==> config.mk <==
export PLATFORM = sky130hd
export DESIGN_NAME = axis_pkt_mux
export DESIGN_NICKNAME = d
export VERILOG_FILES = /design/src/rtl/axis_pkt_mux.sv
export SDC_FILE = /design/constraint.sdc
export NUM_CORES = 1
export LEC_CHECK = 0
export ABC_AREA = 0
export CAP_MARGIN = 10
export CORE_MARGIN = 3
export CORE_UTILIZATION = 33
export CTS_BUF_LIST = sky130_fd_sc_hd__clkbuf_16
export CTS_CLUSTER_SIZE = 28
export DETAILED_ROUTE_END_ITERATION = 12
export GPL_ROUTABILITY_DRIVEN = 0
export HOLD_SLACK_MARGIN = 0.02
export PLACE_DENSITY = 0.77
export SLEW_MARGIN = 40
export SYNTH_ARGS = -nofsm -noshare
export SYNTH_HDL_FRONTEND = slang
export SYNTH_SLANG_ARGS = --single-unit
==> constraint.sdc <==
create_clock -name aclk -period 1.3 [get_ports aclk]
set_input_delay 0.13 -clock aclk [delete_from_list [all_inputs] [get_ports aclk]]
set_output_delay 0.13 -clock aclk [all_outputs]
set_load 0.1 [all_outputs]
==> src/rtl/axis_pkt_mux.sv <==
// axis_pkt_mux: packet-locked N:1 AXI-Stream multiplexer with a one-beat output register.
// Define AXIS_PKT_MUX_ROUND_ROBIN_EN for round-robin arbitration; otherwise lowest index wins.
module axis_pkt_mux #(
  parameter int  DATA_WIDTH  = 8,
  parameter int  NUM_STREAMS = 2,
  localparam int ID_WIDTH    = $clog2(NUM_STREAMS)
) (
  input  logic                              aclk,
  input  logic                              aresetn,
  input  logic [NUM_STREAMS*DATA_WIDTH-1:0] s_tdata,
  input  logic [NUM_STREAMS-1:0]            s_tvalid,
  input  logic [NUM_STREAMS-1:0]            s_tlast,
  output logic [NUM_STREAMS-1:0]            s_tready,
  output logic [DATA_WIDTH-1:0]             m_tdata,
  output logic                              m_tvalid,
  output logic                              m_tlast,
  output logic [ID_WIDTH-1:0]               m_tid,
  input  logic                              m_tready
);

  typedef enum logic {IDLE, BUSY} state_t;

  state_t                state_reg, state_next;
  logic [ID_WIDTH-1:0]   grant_reg, grant_next;
  logic [ID_WIDTH-1:0]   sel;
  logic                  out_free;
  logic                  accept;
  logic                  accept_last;
  logic [DATA_WIDTH-1:0] tdata_reg;
  logic                  tvalid_reg;
  logic                  tlast_reg;
  logic [ID_WIDTH-1:0]   tid_reg;
  logic [DATA_WIDTH-1:0] s_words [NUM_STREAMS];

  // The output register can take a new beat when empty or draining this cycle.
  assign out_free    = !tvalid_reg || m_tready;
  assign accept      = |(s_tvalid & s_tready);
  assign accept_last = accept && s_tlast[grant_reg];

  generate
    for (genvar gi = 0; gi < NUM_STREAMS; gi++) begin : g_stream
      assign s_words[gi]  = s_tdata[gi*DATA_WIDTH +: DATA_WIDTH];
      assign s_tready[gi] = (state_reg == BUSY) && (grant_reg == ID_WIDTH'(gi)) && out_free;
    end
  endgenerate

`ifdef AXIS_PKT_MUX_ROUND_ROBIN_EN
  logic [ID_WIDTH-1:0] ptr_reg, ptr_next;

  // First requester at or after the pointer, wrapping around.
  always_comb begin : arb_rr
    int   idx;
    logic found;
    sel   = ptr_reg;
    found = 1'b0;
    idx   = 0;
    for (int k = 0; k < NUM_STREAMS; k++) begin
      idx = int'(ptr_reg) + k;
      if (idx >= NUM_STREAMS) idx = idx - NUM_STREAMS;
      if (!found && s_tvalid[ID_WIDTH'(idx)]) begin
        found = 1'b1;
        sel   = ID_WIDTH'(idx);
      end
    end
  end

  always_comb begin
    ptr_next = ptr_reg;
    if (accept_last) begin
      ptr_next = (grant_reg == ID_WIDTH'(NUM_STREAMS-1)) ? '0 : grant_reg + ID_WIDTH'(1);
    end
  end

  always_ff @(posedge aclk or negedge aresetn) begin
    if (!aresetn) ptr_reg <= '0;
    else          ptr_reg <= ptr_next;
  end
`else
  always_comb begin : arb_fixed
    sel = '0;
    for (int i = NUM_STREAMS-1; i >= 0; i--) begin
      if (s_tvalid[ID_WIDTH'(i)]) sel = ID_WIDTH'(i);
    end
  end
`endif

  always_comb begin
    state_next = state_reg;
    grant_next = grant_reg;
    case (state_reg)
      IDLE: begin
        if (|s_tvalid) begin
          state_next = BUSY;
          grant_next = sel;
        end
      end
      BUSY: begin
        // Grant stays locked until the tlast beat is taken.
        if (accept_last) state_next = IDLE;
      end
      default: state_next = IDLE;
    endcase
  end

  always_ff @(posedge aclk or negedge aresetn) begin
    if (!aresetn) begin
      state_reg <= IDLE;
      grant_reg <= '0;
    end else begin
      state_reg <= state_next;
      grant_reg <= grant_next;
    end
  end

  always_ff @(posedge aclk or negedge aresetn) begin
    if (!aresetn) begin
      tdata_reg  <= '0;
      tvalid_reg <= 1'b0;
      tlast_reg  <= 1'b0;
      tid_reg    <= '0;
    end else if (accept) begin
      tdata_reg  <= s_words[grant_reg];
      tlast_reg  <= s_tlast[grant_reg];
      tid_reg    <= grant_reg;
      tvalid_reg <= 1'b1;
    end else if (m_tready) begin
      tvalid_reg <= 1'b0;
    end
  end

  assign m_tdata  = tdata_reg;
  assign m_tvalid = tvalid_reg;
  assign m_tlast  = tlast_reg;
  assign m_tid    = tid_reg;

endmodule

== Word-level counts from Yosys, hierarchy flattened ==
Cells that the tools add are included.

* $lt $le $gt $ge: 2
* Bitwise gates (word level): 4
* Muxes and demuxes: 11
* Reductions and logical operators: 11

{| class="wikitable"
|+ Operator list
! kind !! number
|-
| 2-to-1 mux 8 bit || 3
|-
| 2-to-1 mux 1 bit || 7
|-
| logical AND 1 bit || 5
|-
| OR reduction 2 bit || 2
|-
| AND 2 bit || 1
|-
| >= comparator 2 bit (second input constant) || 1
|-
| < comparator 1 x 2 -> 1 bit (second input constant) || 1
|-
| inverter 1 bit || 2
|-
| inverter 1 -> 2 bit || 1
|-
| one-hot mux 1 bit (2 select lines) || 1
|-
| AND reduction 2 bit || 1
|-
| nonzero test 2 bit || 1
|-
| logical NOT 1 bit || 1
|-
| logical OR 1 bit || 1
|}

* Bits in registers: 13
* Word-level logic and storage cells: 34

== Longest topological paths before layout ==
* Depth after elaboration: 8
* Mapped depth: 4
* Mapped depth without buffers: 3

== Least setup slack after synthesis ==
OpenSTA, ideal clock, no wires.

* Path kind: register to register
* From: register tvalid_reg, in the netlist m_tvalid
* To: register tdata_reg[0], in the netlist m_tdata[0]
* Path slack: -0.411 ns
* Data required time: 1.174 ns
* Setup time: 0.126 ns
* Clock period less this slack: 1.711 ns
* Cell stages (with the launch flop): 5
* Data arrival time: 1.585 ns
* Cell sequence: dfrtp_1 -> nand2b_4 -> nor2b_4 -> buf_12 -> mux2_4

* Cells in the longest elaborated chain, start to end: 5
* Elaborated cells between the ends (all ways): 6
* Classes of those cells: 1 x bitwise; 5 x reduce/logical

{| class="wikitable"
|+ RTL lines
! element !! RTL line !! RTL
|-
| start, declared || 30 || <nowiki>logic tvalid_reg;</nowiki>
|-
| start signal, assigned || 118 || <nowiki>tvalid_reg <= 1'b0;</nowiki>
|-
| start signal, assigned || 125 || <nowiki>tvalid_reg <= 1'b1;</nowiki>
|-
| start signal, assigned || 127 || <nowiki>tvalid_reg <= 1'b0;</nowiki>
|-
| logical NOT 1 bit * || 36 || <nowiki>assign out_free = !tvalid_reg || m_tready;</nowiki>
|-
| logical OR 1 bit * || 36 ||
|-
| logical AND 1 bit || 43 || <nowiki>assign s_tready[gi] = (state_reg == BUSY) && (grant_reg == ID_WIDTH'(gi)) && out_free;</nowiki>
|-
| AND 2 bit * || 37 || <nowiki>assign accept = |(s_tvalid & s_tready);</nowiki>
|-
| OR reduction 2 bit * || 37 ||
|-
| end signal, assigned || 122 || <nowiki>tdata_reg <= s_words[grant_reg];</nowiki>
|-
| end, declared || 29 || <nowiki>logic [DATA_WIDTH-1:0] tdata_reg;</nowiki>
|}

Every way passes the cells marked *; elsewhere a longest branch is shown, timed or not.
A chain may end at the register's enable or synchronous reset.

== Final worst setup path ==
* From: register tvalid_reg, in the netlist m_tvalid
* To: output s_tready[0]

* Cells in the longest elaborated chain, start to end: 3

{| class="wikitable"
|+ RTL lines
! element !! RTL line !! RTL
|-
| logical NOT 1 bit || 36 ||
|-
| logical OR 1 bit || 36 ||
|-
| logical AND 1 bit || 43 ||
|-
| end, declared || 13 || <nowiki>output logic [NUM_STREAMS-1:0] s_tready,</nowiki>
|}

No other way between the ends.

==> impl_metrics.toml <==
[synth]
synthesis.instances = 31
ys_async_sr_fraction_pct = 100.0
synth_edf_count = 0
yosys.cell_count.top_type = "sky130_fd_sc_hd__dfrtp_1"
post-synth-top-area-cell = "sky130_fd_sc_hd__dfrtp_1"
post_synth.cell_area_avg_um2 = 16.27
synth.yosys.warnings = 0
synth.distinct_cells = 12
ys_top_cells_by_count = "sky130_fd_sc_hd__dfrtp_1, sky130_fd_sc_hd__mux2_4, sky130_fd_sc_hd__buf_4"
synth_sequential_area_ratio_pct = 54.59
synth.top_cells.by_area = "sky130_fd_sc_hd__dfrtp_1, sky130_fd_sc_hd__mux2_4, sky130_fd_sc_hd__buf_12"
area_fraction_of_the_dominant_cell_type_after_synthesis_pct = 54.59
ys.flop_type = "sky130_fd_sc_hd__dfrtp_1"
postSynthRegisterBits = 11
syn-cell-area_um2 = 504.2

[placed_design]
place.detailed.hpwl_um = 805.1
buffer_ports.inserted = 24

[grt]
pin_count_of_the_biggest_net_entering_global_routing = 12
gr-total-overflow = 0
wire_length_of_the_first_global_routing_pass_um = 1745
antenna_violations_before_repair = 0
groute.usage.overall_pct = 12.53
grt_pass1_vias = 382

[floorplan]
dieWidth_um = 45.09
num_io_pins = 36
dieArea_mm2 = 0.002033
num_rows = 13
core_mm2 = 0.001366
die_height_um = 45.09
start_util_pct = 36.90

[setup_path]
timing.critical_path.slowest_cell_delay_ns = 0.48
setup.worst_path.start_class = "register"
crit_fanout = 2
timing.critical_path.to_type = "primary output"
worst_ep_required_time_ns = 1.17
crit_arrival_ns = 1.18
standard_cell_with_the_maximum_stage_delay_on_the_critical_path = "sky130_fd_sc_hd__dfrtp_4"
criticalPathCategory = "register to primary output"
critical_path.cell_chain = "nand2b_4, buf_6, and2_4, buf_12"

[cells_and_area]
largest_reg_flops = 8
fillerInstances = 96
net_total_in_the_final_layout = 86
finalCoreUtilization_pct = 70.79
post_route_cells_drive_above_1_share_pct = 53.23
final-seq-area_um2 = 279.0
areaGrowthSynthToFinish_pct = 91.81
antenna_cells_inserted = 0
multi_input_area_um2 = 198.9

[power_and_ir_drop]
power_leakage_nw = 0.4542
maximum_vdd_drop_v = 0.001249
power_dens_cells_mw_per_mm2 = 2085

[timing]
final_min_period_over_clock_period_pct = 100.9
timing.final.hold_violations = 0
maximum_clock_frequency_ghz = 0.7627
setup_ws_ns = -0.01107
holdWs_ns = 0.2246
maximum_clock_skew_at_final_layout_ns = 0.001939
rsz0062_at_grt = "yes"
timing.final.setup_violations = 1
finalWorstPathRequiredPeriod_ns = 1.311
maxSlewViolCount = 0

[routing]
first_pass_iters = 2
route.vias.total = 336
drt-wirelength-per-cell_um = 13.16
route.top_layer_used = "met4"
wl_met1_um = 375
number_of_nets_still_failing_antenna_checks_after_routing = 0
detailroute.wirelength.met3_um = 105
drt_iter0_drc = 5
wl_met2_um = 521
routed_via_density = 4.364
detail_route.drc_violations = 0
drt-total-wl_um = 1013

[clock_network]
clock_path_buffers = 2
cts.repair_timing.setup_buffer_count = 0
clock-sinks = 11
tritoncts.num_buffers = 3
tritoncts = "done"
clk_latency_ns = 0.23
clkTransAtPathRegs_ns = 0.04
cts_htree_levels = 1
root_buffer = "sky130_fd_sc_hd__clkbuf_16"

[min_path]
worstHoldPathType = "input port to asynchronous set/reset pin"

[outcome]
run_status = "complete, but fails checks"
violations = "negative setup slack"

[job]
timing.max_cap.violations = 0
metrics by stage:
stage	std cells	setup TNS (ns)	power, mW	worst slack [ns]	area (um^2)
final	77	-0.01107	2.017	-0.01107	967.2
after detailed placement	73	-1.187	1.482	-0.1448	883.3
after CTS	77	-0.02437	2.047	-0.02233	967.2
after global routing	77	-0.2747	2.089	-0.04301	967.2
after global placement	73	-1.085	1.475	-0.1301	883.3
after floorplan	32	-1.226	1.095	-0.1331	511.7
where the power goes:
group / total [mW] / leakage, nW / internal, mW / switching [mW]
registers: 0.480 / 0.126 / 0.410 / 0.0698
clock network: 0.540 / 0.0423 / 0.402 / 0.138
logic: 0.997 / 0.286 / 0.398 / 0.598
final cells by class:
| cell class | count | share of cell area, % |
|---|---|---|
| repair buffers | 29 | 40.49 |
| flip-flops and latches | 11 | 28.85 |
| multi-input cells | 18 | 20.57 |
| clock buffers | 3 | 7.762 |
| well taps | 15 | 1.940 |
| clock inverters | 1 | 0.3881 |
per-layer routing:
metal,up-vias,GRT usage (%)
met2,18,20.06
met1,156,14.21
li1,160,-
met4,0,3.509
met3,2,7.171
met5,-,0
placed cells by master (no fill, tap or decap):
| cell | n |
|---|---|
| sky130_fd_sc_hd__nand2b_4 | 1 |
| sky130_fd_sc_hd__buf_4 | 4 |
| sky130_fd_sc_hd__and2_4 | 1 |
| sky130_fd_sc_hd__a21oi_1 | 1 |
| sky130_fd_sc_hd__buf_12 | 11 |
| sky130_fd_sc_hd__nand2_2 | 1 |
| sky130_fd_sc_hd__clkdlybuf4s50_1 | 13 |
| sky130_fd_sc_hd__dfrtp_1 | 10 |
| sky130_fd_sc_hd__mux2_4 | 9 |
| sky130_fd_sc_hd__conb_1 | 2 |
| sky130_fd_sc_hd__nor3_1 | 1 |
| sky130_fd_sc_hd__nand2_1 | 1 |
| sky130_fd_sc_hd__dfrtp_4 | 1 |
| sky130_fd_sc_hd__buf_6 | 1 |
| sky130_fd_sc_hd__clkbuf_16 | 3 |
| sky130_fd_sc_hd__nor2b_4 | 1 |
| sky130_fd_sc_hd__inv_1 | 1 |
path summary, 6_finish.rpt:
| check | startpoint | endpoint | slack (ns) | depth (start not counted) |
|---|---|---|---|---|
| setup / recovery | m_tvalid | s_tready[0] | -0.01 | 4 |
| hold / removal | aresetn | m_tvalid | 0.22 | 1 |
| setup reg to reg | m_tvalid | m_tdata[4] | 0.01 | 4 |
| hold reg to reg | state_reg | m_tvalid | 0.57 | 2 |
| max in group asynchronous | aresetn | m_tvalid | 0.72 | 1 |
| min in group aclk | s_tdata[3] | m_tdata[3] | 0.51 | 2 |
logic make-up after synthesis:
group / count (synthesis) / share of synthesized area, %
flip-flops: 11 / 54.59
multiplexers: 9 / 26.80
AND/OR/NAND/NOR: 6 / 9.924
buffers and inverters: 3 / 6.947
AO/OA/AOI/OAI: 1 / 0.9916
other: 1 / 0.7437
critical path: cells and delay by family (launching register included):
kind | cells | cell delay (ns)
DFF | 1 | 0.48
and+or+nand+nor | 2 | 0.22
buffers and inverters | 2 | 0.25
what timing repair did:
item | in CTS | in global routing
gates resized for setup | 2 | 0
endpoints found under the setup margin | 1 | 9
pin swaps | 0 | 0
hold buffers | 0 | 0
Note: power is estimated with default switching activity, not from simulation.
